File: config.mk
export PLATFORM = sky130hd
export DESIGN_NAME = iact_bank_arbiter_flat
export DESIGN_NICKNAME = d
export VERILOG_FILES = /design/src/rtl/iact_bank_arbiter_pkg.sv /design/src/rtl/iact_bank_arbiter_if.sv /design/src/rtl/iact_bank_arbiter_rr_picker.sv /design/src/rtl/iact_bank_arbiter.sv /design/src/flat_wrapper.sv
export SDC_FILE = /design/constraint.sdc
export NUM_CORES = 1
export LEC_CHECK = 0
export BUFFER_PORTS_ARGS = -buffer_cell sky130_fd_sc_hd__buf_4
export CORE_MARGIN = 1
export CORE_UTILIZATION = 43
export CTS_BUF_LIST = sky130_fd_sc_hd__clkbuf_4
export CTS_CLUSTER_DIAMETER = 60
export DETAILED_ROUTE_END_ITERATION = 10
export PLACE_DENSITY = 0.78
export SETUP_SLACK_MARGIN = 0.2
export SLEW_MARGIN = 0
export SYNTH_ARGS = -nofsm -noshare
export SYNTH_HDL_FRONTEND = slang
export SYNTH_SLANG_ARGS = --single-unit
File: constraint.sdc
create_clock -name clock -period 2.07 [get_ports clock]
set_input_delay 0.3105 -clock clock [delete_from_list [all_inputs] [get_ports clock]]
set_output_delay 0.3105 -clock clock [all_outputs]
set_load 0.05 [all_outputs]
File: src/rtl/iact_bank_arbiter_pkg.sv
`default_nettype none
// ============================================================================
// Module   : iact_bank_arbiter_pkg
// Brief    : Shared GLB bank-arbiter state encodings, widths and helpers.
// Revision : 1.0 - initial release
// ============================================================================
package iact_bank_arbiter_pkg;

    localparam int IACT_ADDR_W = 10;

    typedef enum logic [1:0] {
        ARB_IDLE  = 2'd0,
        ARB_WRITE = 2'd1,
        ARB_READ  = 2'd2
    } arb_state_t;

    function automatic int rr_next(input int idx, input int n);
        return (idx + 1 >= n) ? 0 : idx + 1;
    endfunction

endpackage
`default_nettype wire

File: src/rtl/iact_bank_arbiter_if.sv
`default_nettype none
// ============================================================================
// Module   : iact_bank_arbiter_if
// Brief    : Loader / PE-port / bank control bundle around the iact arbiter.
// Revision : 1.0 - initial release
// ============================================================================
interface iact_bank_arbiter_if
    import iact_bank_arbiter_pkg::*;
#(
    parameter int NUM_REQ = 3,
    parameter int ADDR_W  = IACT_ADDR_W
);
    logic                        wr_req;
    logic                        wr_grant;
    logic                        wr_done;
    logic [NUM_REQ-1:0]          rd_req;
    logic [NUM_REQ*ADDR_W-1:0]   rd_addr;
    logic [NUM_REQ-1:0]          rd_grant;
    logic [NUM_REQ-1:0]          rd_done;
    logic                        loaded;
    logic                        bank_write_en;
    logic                        bank_write_done;
    logic                        bank_read_en;
    logic [ADDR_W-1:0]           bank_read_addr;
    logic                        bank_read_done;

    modport master (
        input  wr_req, rd_req, rd_addr, bank_write_done, bank_read_done,
        output wr_grant, wr_done, rd_grant, rd_done, loaded,
               bank_write_en, bank_read_en, bank_read_addr
    );

    modport slave (
        output wr_req, rd_req, rd_addr, bank_write_done, bank_read_done,
        input  wr_grant, wr_done, rd_grant, rd_done, loaded,
               bank_write_en, bank_read_en, bank_read_addr
    );
endinterface
`default_nettype wire

File: src/rtl/iact_bank_arbiter_rr_picker.sv
`default_nettype none
// ============================================================================
// Module   : iact_bank_arbiter_rr_picker
// Brief    : Combinational round-robin pick: first set request from i_ptr up.
// Revision : 1.0 - initial release
// ============================================================================
module iact_bank_arbiter_rr_picker #(
    parameter int N  = 3,
    parameter int PW = (N > 1) ? $clog2(N) : 1
) (
    input  wire logic [N-1:0]  i_req,
    input  wire logic [PW-1:0] i_ptr,
    output logic      [N-1:0]  o_grant,
    output logic      [PW-1:0] o_idx,
    output logic               o_valid
);
    int w_cand;

    always_comb begin
        o_grant = '0;
        o_idx   = '0;
        o_valid = 1'b0;
        w_cand  = 0;
        for (int k = 0; k < N; k++) begin
            w_cand = (int'(i_ptr) + k) % N;
            if (!o_valid && i_req[w_cand]) begin
                o_valid         = 1'b1;
                o_grant[w_cand] = 1'b1;
                o_idx           = PW'(w_cand);
            end
        end
    end
endmodule
`default_nettype wire

File: src/rtl/iact_bank_arbiter.sv
`default_nettype none
// ============================================================================
// Module   : iact_bank_arbiter
// Brief    : Serialises loader writes and round-robin PE reads onto one iact bank.
// Revision : 1.0 - initial release
// ============================================================================
module iact_bank_arbiter
    import iact_bank_arbiter_pkg::*;
#(
    parameter int NUM_REQ = 3,
    parameter int ADDR_W  = IACT_ADDR_W
) (
    input  wire logic          clock,
    input  wire logic          reset,
    iact_bank_arbiter_if.master bus
);
    localparam int PW = (NUM_REQ > 1) ? $clog2(NUM_REQ) : 1;

    arb_state_t          r_state,   w_state_nxt;
    logic [PW-1:0]       r_rr_ptr,  w_rr_ptr_nxt;
    logic [NUM_REQ-1:0]  r_owner,   w_owner_nxt;
    logic [ADDR_W-1:0]   r_addr,    w_addr_nxt;
    logic                r_loaded,  w_loaded_nxt;
    logic                r_wr_en,   w_wr_en_nxt;
    logic                r_rd_en,   w_rd_en_nxt;

    logic [NUM_REQ-1:0]  w_pick_grant;
    logic [PW-1:0]       w_pick_idx;
    logic                w_pick_valid;

    iact_bank_arbiter_rr_picker #(
        .N  (NUM_REQ),
        .PW (PW)
    ) u_rr_picker (
        .i_req   (bus.rd_req),
        .i_ptr   (r_rr_ptr),
        .o_grant (w_pick_grant),
        .o_idx   (w_pick_idx),
        .o_valid (w_pick_valid)
    );

    always_comb begin
        w_state_nxt  = r_state;
        w_rr_ptr_nxt = r_rr_ptr;
        w_owner_nxt  = r_owner;
        w_addr_nxt   = r_addr;
        w_loaded_nxt = r_loaded;
        w_wr_en_nxt  = 1'b0;
        w_rd_en_nxt  = 1'b0;
        case (r_state)
            ARB_IDLE: begin
                if (bus.wr_req) begin
                    // Tile is about to be overwritten, so it stops being readable now.
                    w_state_nxt  = ARB_WRITE;
                    w_loaded_nxt = 1'b0;
                    w_wr_en_nxt  = 1'b1;
                end else if (r_loaded && w_pick_valid) begin
                    w_state_nxt  = ARB_READ;
                    w_owner_nxt  = w_pick_grant;
                    w_addr_nxt   = bus.rd_addr[int'(w_pick_idx)*ADDR_W +: ADDR_W];
                    w_rr_ptr_nxt = PW'(rr_next(int'(w_pick_idx), NUM_REQ));
                    w_rd_en_nxt  = 1'b1;
                end
            end
            ARB_WRITE: begin
                if (bus.bank_write_done) begin
                    w_state_nxt  = ARB_IDLE;
                    w_loaded_nxt = 1'b1;
                end
            end
            ARB_READ: begin
                if (bus.bank_read_done) begin
                    w_state_nxt = ARB_IDLE;
                end
            end
            default: w_state_nxt = ARB_IDLE;
        endcase
    end

    always_ff @(posedge clock) begin
        if (reset) begin
            r_state  <= ARB_IDLE;
            r_rr_ptr <= '0;
            r_owner  <= '0;
            r_addr   <= '0;
            r_loaded <= 1'b0;
            r_wr_en  <= 1'b0;
            r_rd_en  <= 1'b0;
        end else begin
            r_state  <= w_state_nxt;
            r_rr_ptr <= w_rr_ptr_nxt;
            r_owner  <= w_owner_nxt;
            r_addr   <= w_addr_nxt;
            r_loaded <= w_loaded_nxt;
            r_wr_en  <= w_wr_en_nxt;
            r_rd_en  <= w_rd_en_nxt;
        end
    end

    // Done pulses pass straight through, gated by the state that owns them.
    assign bus.wr_grant       = (r_state == ARB_WRITE);
    assign bus.wr_done        = (r_state == ARB_WRITE) && bus.bank_write_done;
    assign bus.rd_grant       = (r_state == ARB_READ) ? r_owner : '0;
    assign bus.rd_done        = (r_state == ARB_READ && bus.bank_read_done) ? r_owner : '0;
    assign bus.loaded         = r_loaded;
    assign bus.bank_write_en  = r_wr_en;
    assign bus.bank_read_en   = r_rd_en;
    assign bus.bank_read_addr = r_addr;
endmodule
`default_nettype wire

File: src/flat_wrapper.sv
// flat-port wrapper written by rule: the top's interface ports become plain ports
module iact_bank_arbiter_flat import iact_bank_arbiter_pkg::*;
#(
    parameter int NUM_REQ = 3,
    parameter int ADDR_W  = IACT_ADDR_W
)
  (clock, reset, bus_wr_req, bus_rd_req, bus_rd_addr, bus_bank_write_done, bus_bank_read_done, bus_wr_grant, bus_wr_done, bus_rd_grant, bus_rd_done, bus_loaded, bus_bank_write_en, bus_bank_read_en, bus_bank_read_addr);
  iact_bank_arbiter_if #(.NUM_REQ(NUM_REQ), .ADDR_W(ADDR_W)) bus_i ();
  input  wire logic clock;
  input  wire logic reset;
  input wire logic [$bits(bus_i.wr_req)-1:0] bus_wr_req;
  input wire logic [$bits(bus_i.rd_req)-1:0] bus_rd_req;
  input wire logic [$bits(bus_i.rd_addr)-1:0] bus_rd_addr;
  input wire logic [$bits(bus_i.bank_write_done)-1:0] bus_bank_write_done;
  input wire logic [$bits(bus_i.bank_read_done)-1:0] bus_bank_read_done;
  output wire logic [$bits(bus_i.wr_grant)-1:0] bus_wr_grant;
  output wire logic [$bits(bus_i.wr_done)-1:0] bus_wr_done;
  output wire logic [$bits(bus_i.rd_grant)-1:0] bus_rd_grant;
  output wire logic [$bits(bus_i.rd_done)-1:0] bus_rd_done;
  output wire logic [$bits(bus_i.loaded)-1:0] bus_loaded;
  output wire logic [$bits(bus_i.bank_write_en)-1:0] bus_bank_write_en;
  output wire logic [$bits(bus_i.bank_read_en)-1:0] bus_bank_read_en;
  output wire logic [$bits(bus_i.bank_read_addr)-1:0] bus_bank_read_addr;
  assign bus_i.wr_req = bus_wr_req;
  assign bus_i.rd_req = bus_rd_req;
  assign bus_i.rd_addr = bus_rd_addr;
  assign bus_i.bank_write_done = bus_bank_write_done;
  assign bus_i.bank_read_done = bus_bank_read_done;
  assign bus_wr_grant = bus_i.wr_grant;
  assign bus_wr_done = bus_i.wr_done;
  assign bus_rd_grant = bus_i.rd_grant;
  assign bus_rd_done = bus_i.rd_done;
  assign bus_loaded = bus_i.loaded;
  assign bus_bank_write_en = bus_i.bank_write_en;
  assign bus_bank_read_en = bus_i.bank_read_en;
  assign bus_bank_read_addr = bus_i.bank_read_addr;
  iact_bank_arbiter #(.NUM_REQ(NUM_REQ), .ADDR_W(ADDR_W)) u_core (.clock(clock), .reset(reset), .bus(bus_i));
endmodule
Word-level counts from Yosys, hierarchy flattened
Cells that the tools add are included.
{"block": "classes", "n_addsub": 3, "mul": 1, "n_div": 3, "order_cmp": 7, "n_eq_ne": 6, "shifts": 1, "muxes": 37, "bitwise_logic": 4, "reduce_logical": 17}
{"operator": "32-bit by 1-bit >= comparator with 1-bit output, second input constant", "count": 3}
{"operator": "32-bit by 4-bit < comparator with 1-bit output, second input constant", "count": 3}
{"operator": "32-bit by 3-bit remainder unit with 32-bit output, second input constant", "count": 2}
{"operator": "3-bit by 3-bit remainder unit with 32-bit output, second input constant", "count": 1}
{"operator": "30-bit by 32-bit indexed part select with 10-bit output", "count": 1}
{"operator": "1-bit 2-to-1 mux", "count": 16}
{"operator": "2-bit 2-to-1 mux", "count": 8}
{"operator": "3-bit 2-to-1 mux", "count": 5}
{"operator": "3-bit AND reduction", "count": 3}
{"operator": "1-bit logical AND", "count": 8}
{"operator": "2-bit by 1-bit adder with 3-bit output, second input constant", "count": 2}
{"operator": "1-bit binary-select mux with 2-bit select", "count": 3}
{"operator": "1-bit demux with 2-bit select", "count": 3}
{"operator": "2-bit != test, second input constant", "count": 3}
{"operator": "3-bit OR", "count": 2}
{"operator": "2-bit case mux with 3 select lines", "count": 1}
{"operator": "2-bit by 3-bit multiplier with 5-bit output, second input constant", "count": 1}
{"operator": "2-bit by 2-bit adder with 3-bit output, second input constant", "count": 1}
{"operator": "3-bit by 2-bit >= comparator with 1-bit output, second input constant", "count": 1}
{"operator": "3-bit by 2-bit != test with 1-bit output, second input constant", "count": 1}
{"operator": "3-bit OR reduction", "count": 1}
{"operator": "2-bit by 1-bit == test with 1-bit output, second input constant", "count": 1}
{"operator": "2-bit == test, second input constant", "count": 1}
{"operator": "1-bit logical NOT", "count": 2}
{"operator": "5 further kinds", "count": 6}
{"block": "totals", "reg_bits": 20, "out_inout_bits": 21}

Depth between registers and ports, before layout
Gate-level depths: netlist of the first run.
{"block": "depth", "ltp_word": 15, "ltp_mapped": 9}

By module
Synthesis of the first run repeated with hierarchy kept, for this count alone.
{"block": "hier_totals", "cells_unflattened": 161, "hier_area_um2": 1416.4}
{"module": "iact_bank_arbiter", "instances": 1, "cells_each": 109, "area_per_inst_um2": 1034.7}
{"module": "iact_bank_arbiter_rr_picker", "instances": 1, "cells_each": 52, "area_per_inst_um2": 381.6}

Worst setup path before layout of the first run
Ideal clock, no wire load.
{"block": "synth_path", "path_kind": "reg-to-reg", "startpoint": "reg u_core.r_rr_ptr[1]", "endpoint": "reg u_core.r_owner[0]", "setup_time_ns": 0.116, "arrival_ns": 1.924, "required_ns": 1.954, "path_slack_ns": 0.031, "stages_incl_launch_ff": 9, "synth_period_minus_slack_ns": 2.039, "cell_sequence": "dfxtp_1 > inv_1 > ha_1 > mux2_4 > a21bo_4 > o31a_1 > buf_6 > buf_6 > a31o_1"}
{"block": "synth_via", "elab_chain_len": 13, "elab_cells_between_ends": 43, "cone_classes": "add/sub: 2; div: 3; order compare: 6; mux: 21; bitwise: 2; reduce/logical: 9"}
{"item": "start, declared", "line_no": "iact_bank_arbiter.sv:20", "source": "logic [PW-1:0] r_rr_ptr, w_rr_ptr_nxt;"}
{"item": "start signal, assigned", "line_no": "iact_bank_arbiter.sv:91", "source": "r_rr_ptr <= w_rr_ptr_nxt;"}
{"item": "parallel branches: the longest is 13 deep, another holds 32-bit by 3-bit remainder unit with 32-bit output"}
{"item": "end signal, assigned", "line_no": "iact_bank_arbiter.sv:92", "source": "r_owner <= w_owner_nxt;"}
{"item": "end, declared", "line_no": "iact_bank_arbiter.sv:21", "source": "logic [NUM_REQ-1:0] r_owner, w_owner_nxt;"}
Parallel ways; which one is timed is not known. The select of a mux whose other input is x is not followed.
A chain may end at the register's enable or synchronous reset.

Final worst setup path of the first run
{"block": "layout_path", "startpoint": "reg u_core.r_rr_ptr[1]", "endpoint": "reg u_core.r_addr[3] (netlist: u_core.bus.bank_read_addr[3])"}
{"block": "layout_via", "elab_chain_len": 13, "elab_cells_between_ends": 28, "cone_classes": "add/sub: 2; mul: 1; div: 3; shift: 1; mux: 15; reduce/logical: 6"}
{"item": "parallel branches: the longest is 13 deep, another holds 32-bit by 3-bit remainder unit with 32-bit output"}
{"item": "end signal, assigned", "line_no": "iact_bank_arbiter.sv:93", "source": "r_addr <= w_addr_nxt;"}
{"item": "end, declared", "line_no": "iact_bank_arbiter.sv:22", "source": "logic [ADDR_W-1:0] r_addr, w_addr_nxt;"}
Parallel ways; which one is timed is not known. The select of a mux whose other input is x is not followed.

==> flow_summary.yaml, run 1 <==
yosys:
  synth_edf_count: 0
  synthFlopType: "dfxtp_1"
  synth_cell_types: 38
  synth_seq_cells: 20
  async_reset_ff_frac: 0
  avgSynthCellArea_um2: 8.90
  yosysWarnings: 0
  yosysSeqAreaShare: 0.328
  syn_nets: 179
  netlist_area_mm2: 0.00122
  synthCells: 137
timing:
  hold_slack_ps: 211
  skew_ps: 3.08
  postLayoutSetupSlackWorst_ps: 83.5
  setup_tns_ps: 0
  hold_viol_final: 0
  fmax_mhz: 503
  min_period_ps: 1990
  fin_crit_sh: 0.960
  slew_headroom: 0.779
  setup_viol: 0
  drv_slew: 0
  worst_slew_pin_slew_ps: 324
  rsz0062_at_grt: "true"
grt:
  antenna_found_initial: 0
  grt_usage: 0.209
  grt_max_degree: 26
  grt_pass1_wl_um: 5280
  grt_overflow: 0
  grt_pass1_vias: 1279
route:
  drc: 0
  vias: 1333
  wl_per_cell_um: 14.5
  drt_wl_total_um: 3390
  ant_nets: 0
  avgViaCountPerCell: 5.72
  firstDrtPassIters: 4
  drtIter0Drc: 28
cells_and_area:
  seq_area_um2: 405
  multi_input_area_um2: 830
  final_util: 0.740
  nNetsFinal: 247
  layout-drive-gt1-share: 0.468
  antenna_cells: 0
  n_fill_cell: 201
  syn_to_final_growth_pct: 55.7
cts:
  cts_tree: "built"
  cts-htree-levels: 1
  clock_path_buffers: 2
  hold_buffers: 0
  cts_buffers: 3
  clock_latency_ps: 300
  clkSlewWorstSetupHoldPaths_ps: 110
  cts-root-buf: "clkbuf_4"
  clkSinkCount: 20
die:
  core_area_mm2: 0.00257
  initial_core_util: 0.475
  die_h_um: 55.3
  die-area_mm2: 0.00305
  ios: 59
  die_w_um: 55.3
  rows: 18
power:
  p_total_w: 0.000887
  p_leak_nw: 0.867
  max-vdd-ir-drop_mv: 0.498
  power_density_mw_per_mm2: 467
run_status:
  status: "finished clean"
worst_setup_path:
  path_class: "reg -> reg"
  arrival_ps: 2220
  cp.required_ps: 2310
  worst_setup_path_start_kind: "flip-flop"
  path_max_fanout: 10
  end_kind: "flip-flop"
hold_path:
  hp-class: "in -> reg"
place:
  place_worst_setup_slack_ps: 52.3
  port-buffer-count: 58
  gp_congestion: 0.802
  hpwl_um: 2340
run:
  max_cap_violations: 0
## through the flow
stage               instance area (µm²)  std cells
floorplan                          1250        137
CTS                                1770        227
finish                             1900        233
global route                       1900        233
global placement                   1700        221
detailed placement                 1700        221
## flip-flops by register name (all words and copies together), names as in the netlist
register and flops:
u_core.bus.bank_write_en 1, u_core.bus.bank_read_en 1, u_core.bus.bank_read_addr 10, u_core.bus.loaded 1, u_core.r_state 2, u_core.r_owner 3, u_core.r_rr_ptr 2
## placed cells by master (no fill, tap or decap), drive strengths merged, types with 3 or more instances in the layout
cell type,n
o21ai,5
nand2,3
o21a,3
o21bai,10
nor2b,5
buf,68
and2,4
nand2b,3
clkbuf,5
a22oi,10
a21oi,7
ha,4
nand3b,3
and3,4
a31oi,10
dfxtp,20
nand3,13
inv,5
## Yosys cell counts (2+ instances only)
cell type,n,area [µm²]
a211oi_1,2,15.0
a21oi_1,6,30.0
a22oi_1,10,75.1
a31oi_1,10,62.6
and2_1,4,25.0
and3_1,4,25.0
buf_6,3,33.8
clkbuf_1,2,7.51
dfxtp_1,20,400
ha_1,4,50.1
inv_1,5,18.8
mux2i_1,2,20.0
nand2_1,3,11.3
nand2b_1,3,18.8
nand3_1,13,65.1
nand3b_1,3,22.5
nor2_1,2,7.51
nor2b_1,5,31.3
nor3b_1,2,15.0
o2111ai_1,2,17.5
o21a_1,3,22.5
o21ai_0,3,15.0
o21ai_4,2,32.5
o21bai_1,10,75.1
## power breakdown
group / internal [W] / switching [W]
Clock: 0.0000680 / 0.000118
Sequential: 0.000397 / 0.0000118
Combinational: 0.000143 / 0.000149
## layout make-up
cell class / count / share of cell area
timing repair buffer: 70 / 0.308
tap: 30 / 0.0198
sequential: 20 / 0.213
multi-input combinational: 105 / 0.437
inverter: 5 / 0.00988
clock buffer: 3 / 0.0119
## logic make-up after synthesis
logic type	count (synthesis)	share of synthesized area
AO/OA/AOI/OAI	55	0.341
buffers and inverters	12	0.0564
multiplexers	3	0.0287
AND/OR/NAND/NOR	43	0.205
adder cells (fa/ha/maj)	4	0.0410
flip-flops	20	0.328
## critical path, cell delays in order (launching register included)
cell     delay (ps)
dfxtp_2         340
inv_2            70
ha_4            160
mux2_4          310
o41a_1          460
o21ai_4         170
buf_12          140
a22oi_1          80
a31oi_1         170
## layer usage
| metal | global-route usage | routed length (µm) | up-vias |
|---|---|---|---|
| met3 | 0.0468 | 211 | 2 |
| li1 | - | - | 656 |
| met2 | 0.417 | 1820 | 62 |
| met4 | 0.0393 | 12 | 0 |
| met1 | 0.221 | 1340 | 613 |
| met5 | 0 | 0 | - |
## path summary, 6_finish.rpt
kind | from | to | slack (ps) | cells past startpoint
worst min register to register | u_core.bus.bank_read_addr[5] | u_core.bus.bank_read_addr[5] | 530 | 2
worst max register to register | u_core.r_rr_ptr[1] | u_core.bus.bank_read_addr[3] | 80 | 8
worst min-delay path | bus_bank_write_done | u_core.r_state[0] | 210 | 2
worst max-delay path | u_core.r_rr_ptr[1] | u_core.bus.bank_read_addr[3] | 80 | 8
## timing repair
action                                  4_1_cts  5_1_grt
pin swaps                                     1       11
gates cloned                                  0        2
resized for setup                             7       11
buffers inserted                              3        4
endpoints found under the setup margin       14       21
Power figures use the tool's default switching activity.
==> inputs of run 2 (changes only) <==
- CELL_PAD_IN_SITES_DETAIL_PLACEMENT: unset -> 1
- CELL_PAD_IN_SITES_GLOBAL_PLACEMENT: unset -> 2
- CORE_UTILIZATION: 43 -> 23
- PLACE_DENSITY: 0.78 -> 0.76
- RECOVER_POWER: unset -> 25
==> run 2 against run 1 <==
  * Clock-buffer cell count did not move
  * Critical endpoint is now u_core.bus.bank_read_addr[9]
  * Largest power group unchanged
  * Highest routed layer unchanged
  * Maximum frequency fell by 0.33%
  * Core utilization fell by 36 points
==> flow_summary.yaml, run 2 (same netlist as run 1, synthesis figures left out) <==
run_status:
  status: "finished clean"
cells_and_area:
  syn_to_final_growth_pct: 57.2
  layout_commonest_cell: "buf_4"
  n_fill_cell: 614
  final_util: 0.376
  nNetsFinal: 247
  layout.cells.non_filler: 273
  layout_common_cells: "buf_4, dfxtp_1, nand3_1"
  antenna_cells: 0
  layout-drive-gt1-share: 0.443
  largest_reg_flops: 10
place:
  gp_congestion: 0.773
  dp.cells: 263
  hpwl_um: 2870
  port-buffer-count: 58
die:
  initial_core_util: 0.239
  die_w_um: 74.8
  rows: 26
  ios: 59
  core_area_mm2: 0.00511
  die-area_mm2: 0.00560
  die_h_um: 74.8
worst_setup_path:
  worst_setup_path_start_kind: "flip-flop"
  path_class: "reg -> reg"
  endpoint: "u_core.bus.bank_read_addr[9]"
  timing.rr.end: "u_core.bus.bank_read_addr[9]"
  end_kind: "flip-flop"
  crit_path_start: "u_core.r_rr_ptr[1]"
  path_max_fanout: 9
  cp.required_ps: 2300
  arrival_ps: 2220
  rr_worst_depth: 8
  r2r_slack_ps: 80
  regToRegStartpoint: "u_core.r_rr_ptr[1]"
timing:
  skew_ps: 11.7
  fmax_mhz: 502
  fin_crit_sh: 0.963
  min_period_ps: 1990
  worst_slew_pin_slew_ps: 619
  hold_viol_final: 0
  slew_headroom: 0.589
  setup_viol: 0
  drv_slew: 0
  rsz0062_at_grt: "true"
route:
  drtIter0Drc: 23
  wl_per_cell_um: 14.4
  firstDrtPassIters: 4
  avgViaCountPerCell: 4.90
  drt_wl_total_um: 3930
  vias: 1339
  drc: 0
  ant_nets: 0
cts:
  cts_buffers: 3
  clkSinkCount: 20
  cts_tree: "built"
  clock_path_buffers: 2
  cts-root-buf: "clkbuf_4"
  cts-htree-levels: 1
  clkSlewWorstSetupHoldPaths_ps: 120
  clock_latency_ps: 300
grt:
  grt_overflow: 0
  grt_pass1_wl_um: 6330
  antenna_found_initial: 0
  grt_usage: 0.149
  grt_max_degree: 21
  grt_pass1_vias: 1340
power:
  p_leak_nw: 0.832
  power_density_mw_per_mm2: 463
  max-vdd-ir-drop_mv: 0.183
hold_path:
  hp-class: "in -> reg"
run:
  max_cap_violations: 0
==> run 2: cell count changes in the layout (fill, tap and decap cells not counted), moves of 2 or more <==
cell	change
a22oi_1	-2
a22oi_2	+2
buf_4	-7
buf_6	+2
clkbuf_1	+6
clkbuf_16	-2
==> run 2: routing by layer <==
metal | global-route usage | up-vias | routed length (µm)
met4 | 0.0314 | 0 | 45
met5 | 0 | - | 0
met3 | 0.0308 | 4 | 261
met1 | 0.182 | 631 | 1760
met2 | 0.270 | 48 | 1860
li1 | - | 656 | -
==> run 2: repair_timing <==
item	4_1_cts	5_1_grt
hold buffers	0	0
gates resized for setup	14	7
buffers inserted	4	2
endpoints found under the setup margin	15	23
cloned	1	0
pin swaps	4	4
==> run 2: worst min path at each step <==
| stage | to | slack (ps) | startpoint | cells after the start |
|---|---|---|---|---|
| 2_1_floorplan | u_core.bus.bank_read_en | 390 | reset | 1 |
| 3_3_place_gp | u_core.r_rr_ptr[0] | 490 | u_core.r_rr_ptr[0] | 2 |
| 3_5_place_dp | u_core.r_rr_ptr[0] | 510 | u_core.r_rr_ptr[0] | 2 |
| 4_1_cts | u_core.r_state[0] | 220 | bus_bank_write_done | 2 |
| 5_1_grt | u_core.r_state[0] | 220 | bus_bank_write_done | 2 |
| 6_report | u_core.r_state[0] | 220 | bus_bank_write_done | 2 |
==> run 2: area by class of cell <==
class / instances / area [µm²] / area share
Clock buffer: 3 / 22.5 / 0.0117
Tap cell: 70 / 87.6 / 0.0457
Timing Repair Buffer: 70 / 551 / 0.287
Inverter: 5 / 18.8 / 0.00978
Multi-Input combinational cell: 105 / 833 / 0.434
Sequential cell: 20 / 405 / 0.211
==> run 2: worst max-delay path, stage by stage, from the launching register on <==
cell     delay [ps]
dfxtp_2         340
inv_2            70
ha_4            160
mux2_4          310
o41a_1          430
o21ai_4         190
buf_12          150
a22oi_1          80
a31oi_1         170
==> run 2: where the power goes <==
group / total [W] / leakage (nW) / switching, W / internal (W)
clock: 0.000188 / 0.0138 / 0.000120 / 0.0000678
combinational: 0.000292 / 0.655 / 0.000153 / 0.000139
sequential: 0.000409 / 0.164 / 0.0000116 / 0.000397
total: 0.000889 / 0.832 / 0.000285 / 0.000604
==> run 2: through the flow <==
step,setup slack (ps),setup TNS [ps],instance area (µm²),hold WS (ps),total power (W)
after floorplan,151,0,1250,394,0.000575
after global placement,45.6,0,1770,495,0.000684
after detailed placement,-9.09,-15.6,1770,508,0.000690
after CTS,70.4,0,1900,219,0.000893
after global routing,-7.32,-11.0,1920,222,0.000941
final,76.9,0,1920,224,0.000889
==> inputs of run 3 (changes only) <==
- ABC_AREA: unset -> 1
- CORE_UTILIZATION: 23 -> 22
- PLACE_DENSITY: 0.76 -> 0.77
==> run 3 against run 2 <==
  * Core utilization decreased by 1.9 points
  * Critical path type unchanged
  * First-iteration DRC count down 17%
  * Clock-buffer cell count stayed put
  * Global-route usage shrank 1.3 points
==> flow_summary.yaml, run 3 <==
cts:
  clkSinkCount: 20
  clkSlewWorstSetupHoldPaths_ps: 120
  cts-htree-levels: 1
  cts-root-buf: "clkbuf_4"
  cts_tree: "built"
  clock_latency_ps: 300
  clock_path_buffers: 2
  cts_buffers: 3
yosys:
  synth-adder-area-share: 0.0369
  synth_xor_area_frac: 0
  yosysSeqAreaShare: 0.295
  synthCells: 204
  synth_top_family_by_area: "simple AND/OR/NAND/NOR gates"
  yosysMostFrequentCell: "nand2_1"
  yosysWarnings: 0
  synthTopCellsByCount: "nand2_1, inv_1, nand3_1, dfxtp_1, nor2_1"
  synth-compound-area-share: 0.209
  synth_cell_types: 25
  async_reset_ff_frac: 0
  synth_mux_area_frac: 0
  synth.area.top_cells: "dfxtp_1, nand2_1, nand3_1"
  yosysTopAreaCellShare: 0.295
  synthFlopType: "dfxtp_1"
  netlist_area_mm2: 0.00136
  avgSynthCellArea_um2: 6.64
  synth_seq_cells: 20
  synth_simple_gate_area_frac: 0.335
  yosysTopAreaCell: "dfxtp_1"
  syn_nets: 246
  synth_edf_count: 0
worst_setup_path:
  regToRegStartpoint: "u_core.r_rr_ptr[0]"
  path_class: "reg -> reg"
  endpoint: "u_core.bus.bank_read_addr[6]"
  arrival_ps: 2040
  r2r_slack_ps: 240
  rr_worst_depth: 12
  crit_path_start: "u_core.r_rr_ptr[0]"
  end_kind: "flip-flop"
  crit_top_cell: "nand2_1"
  timing.rr.end: "u_core.bus.bank_read_addr[6]"
  critPathSlowestCell: "dfxtp_2"
  path_cells: "inv_2 -> ha_4 -> nand2_1 -> nand3_2 -> nand2_2 -> nand2_1 -> nor2_1 -> nor2_2 -> nand2_4 -> buf_6 -> a21oi_1 -> a21oi_2"
  worst_setup_path_start_kind: "flip-flop"
  max_stage_delay_ps: 370
  path_max_fanout: 6
  cp.required_ps: 2280
timing:
  hold_slack_ps: 193
  worst_slew_pin_slew_ps: 624
  setup_viol: 0
  skew_ps: 1.88
  slew_headroom: 0.585
  fmax_mhz: 546
  fin_crit_sh: 0.885
  drv_slew: 0
  min_period_ps: 1830
  setup_tns_ps: 0
  hold_viol_final: 0
  rsz0062_at_grt: "true"
power:
  p_total_w: 0.000960
  max-vdd-ir-drop_mv: 0.201
  power_density_mw_per_mm2: 454
  p_leak_nw: 0.966
route:
  drt_wl_total_um: 4360
  firstDrtPassIters: 4
  avgViaCountPerCell: 4.46
  drtIter0Drc: 19
  wl_per_cell_um: 12.6
  drc: 0
  vias: 1537
  ant_nets: 0
cells_and_area:
  largest_reg_flops: 10
  syn_to_final_growth_pct: 56.0
  layout_commonest_cell: "buf_4"
  antenna_cells: 0
  fin_area_mm2: 0.00211
  nNetsFinal: 313
  layout_common_cells: "buf_4, nand2_1, nand3_1"
  n_fill_cell: 760
  layout-drive-gt1-share: 0.470
  final_util: 0.357
place:
  hpwl_um: 3220
  port-buffer-count: 58
  dpl_cell_area_mm2: 0.00185
  gp_congestion: 0.836
grt:
  grt_usage: 0.136
  grt_pass1_wl_um: 6940
  grt_max_degree: 17
  grt_pass1_vias: 1515
  antenna_found_initial: 0
  grt_overflow: 0
die:
  die-area_mm2: 0.00648
  rows: 28
  initial_core_util: 0.229
  core_area_mm2: 0.00592
  die_h_um: 80.5
  ios: 59
  die_w_um: 80.5
hold_path:
  hp-class: "in -> reg"
run:
  max_cap_violations: 0
run_status:
  status: "finished clean"
run 3: cell types whose count changed after synthesis, sizes merged, moves of 4 or more:
cell,previous run,this run
inv,5,24
o21ai,5,17
a31oi,10,0
nand2,3,56
and3,4,0
a22oi,10,0
nand3,13,22
a21oi,7,27
nor2b,5,0
o21bai,10,0
and2,4,0
nor2,2,21
run 3: layer usage:
metal  track usage  up-vias  share of wire
li1              -      786              -
met1         0.172      709           0.43
met2         0.246       38           0.53
met3        0.0193        4          0.039
met4        0.0214        0         0.0044
met5             0        -              0
run 3: what timing repair did:
| item | 4_1_cts | 5_1_grt |
|---|---|---|
| resized for setup | 15 | 50 |
| pin swaps | 1 | 19 |
| setup endpoints to repair | 15 | 15 |
| hold buffers | 0 | 0 |
| hold endpoints to repair | 0 | 0 |
| gates cloned | 0 | 1 |
| setup buffers | 0 | 6 |
run 3: area by class of cell:
type | count | area [µm²] | share of cell area
Clock buffer | 3 | 22.5 | 0.0107
Multi-Input combinational cell | 151 | 952 | 0.451
Clock inverter | 1 | 3.75 | 0.00178
Sequential cell | 20 | 405 | 0.192
Inverter | 24 | 100 | 0.0474
Timing Repair Buffer | 71 | 536 | 0.253
Tap cell | 75 | 93.8 | 0.0444
run 3: worst min-delay path by stage:
stage | from | slack, ps | cells after the start | endpoint
2_1_floorplan | reset | 380 | 1 | u_core.bus.loaded
3_3_place_gp | u_core.r_owner[0] | 470 | 2 | u_core.r_owner[0]
3_5_place_dp | u_core.r_owner[0] | 480 | 2 | u_core.r_owner[0]
4_1_cts | reset | 180 | 2 | u_core.r_state[1]
5_1_grt | reset | 180 | 2 | u_core.r_state[1]
6_report | reset | 190 | 2 | u_core.bus.loaded
run 3: logic make-up (layout without fill, tap and decap cells):
family / Yosys count / after routing
DFF: 20 / 20
and+or+nand+nor: 101 / 101
buffers and inverters: 33 / 99
AOI/OAI and AO/OA: 46 / 46
adders and majority gates: 4 / 4
run 3: critical path: cells and delay by family (launching register included):
kind / cells / cell delay [ps]
buffers and inverters: 2 / 200
adder cells (fa/ha/maj): 1 / 310
AO/OA/AOI/OAI: 2 / 230
AND/OR/NAND/NOR: 7 / 630
flip-flops: 1 / 370
run 3: report_power, final:
group / internal (W) / switching (W)
logic: 0.000146 / 0.000208
clock network: 0.0000703 / 0.000131
registers: 0.000397 / 0.00000827
run 3: through the flow:
| step | instances | setup slack, ps |
|---|---|---|
| after global placement | 334 | 92.7 |
| after global routing | 345 | 117 |
| after floorplan | 204 | 254 |
| after detailed placement | 334 | 44.7 |
| final | 345 | 238 |
| after CTS | 338 | 218 |
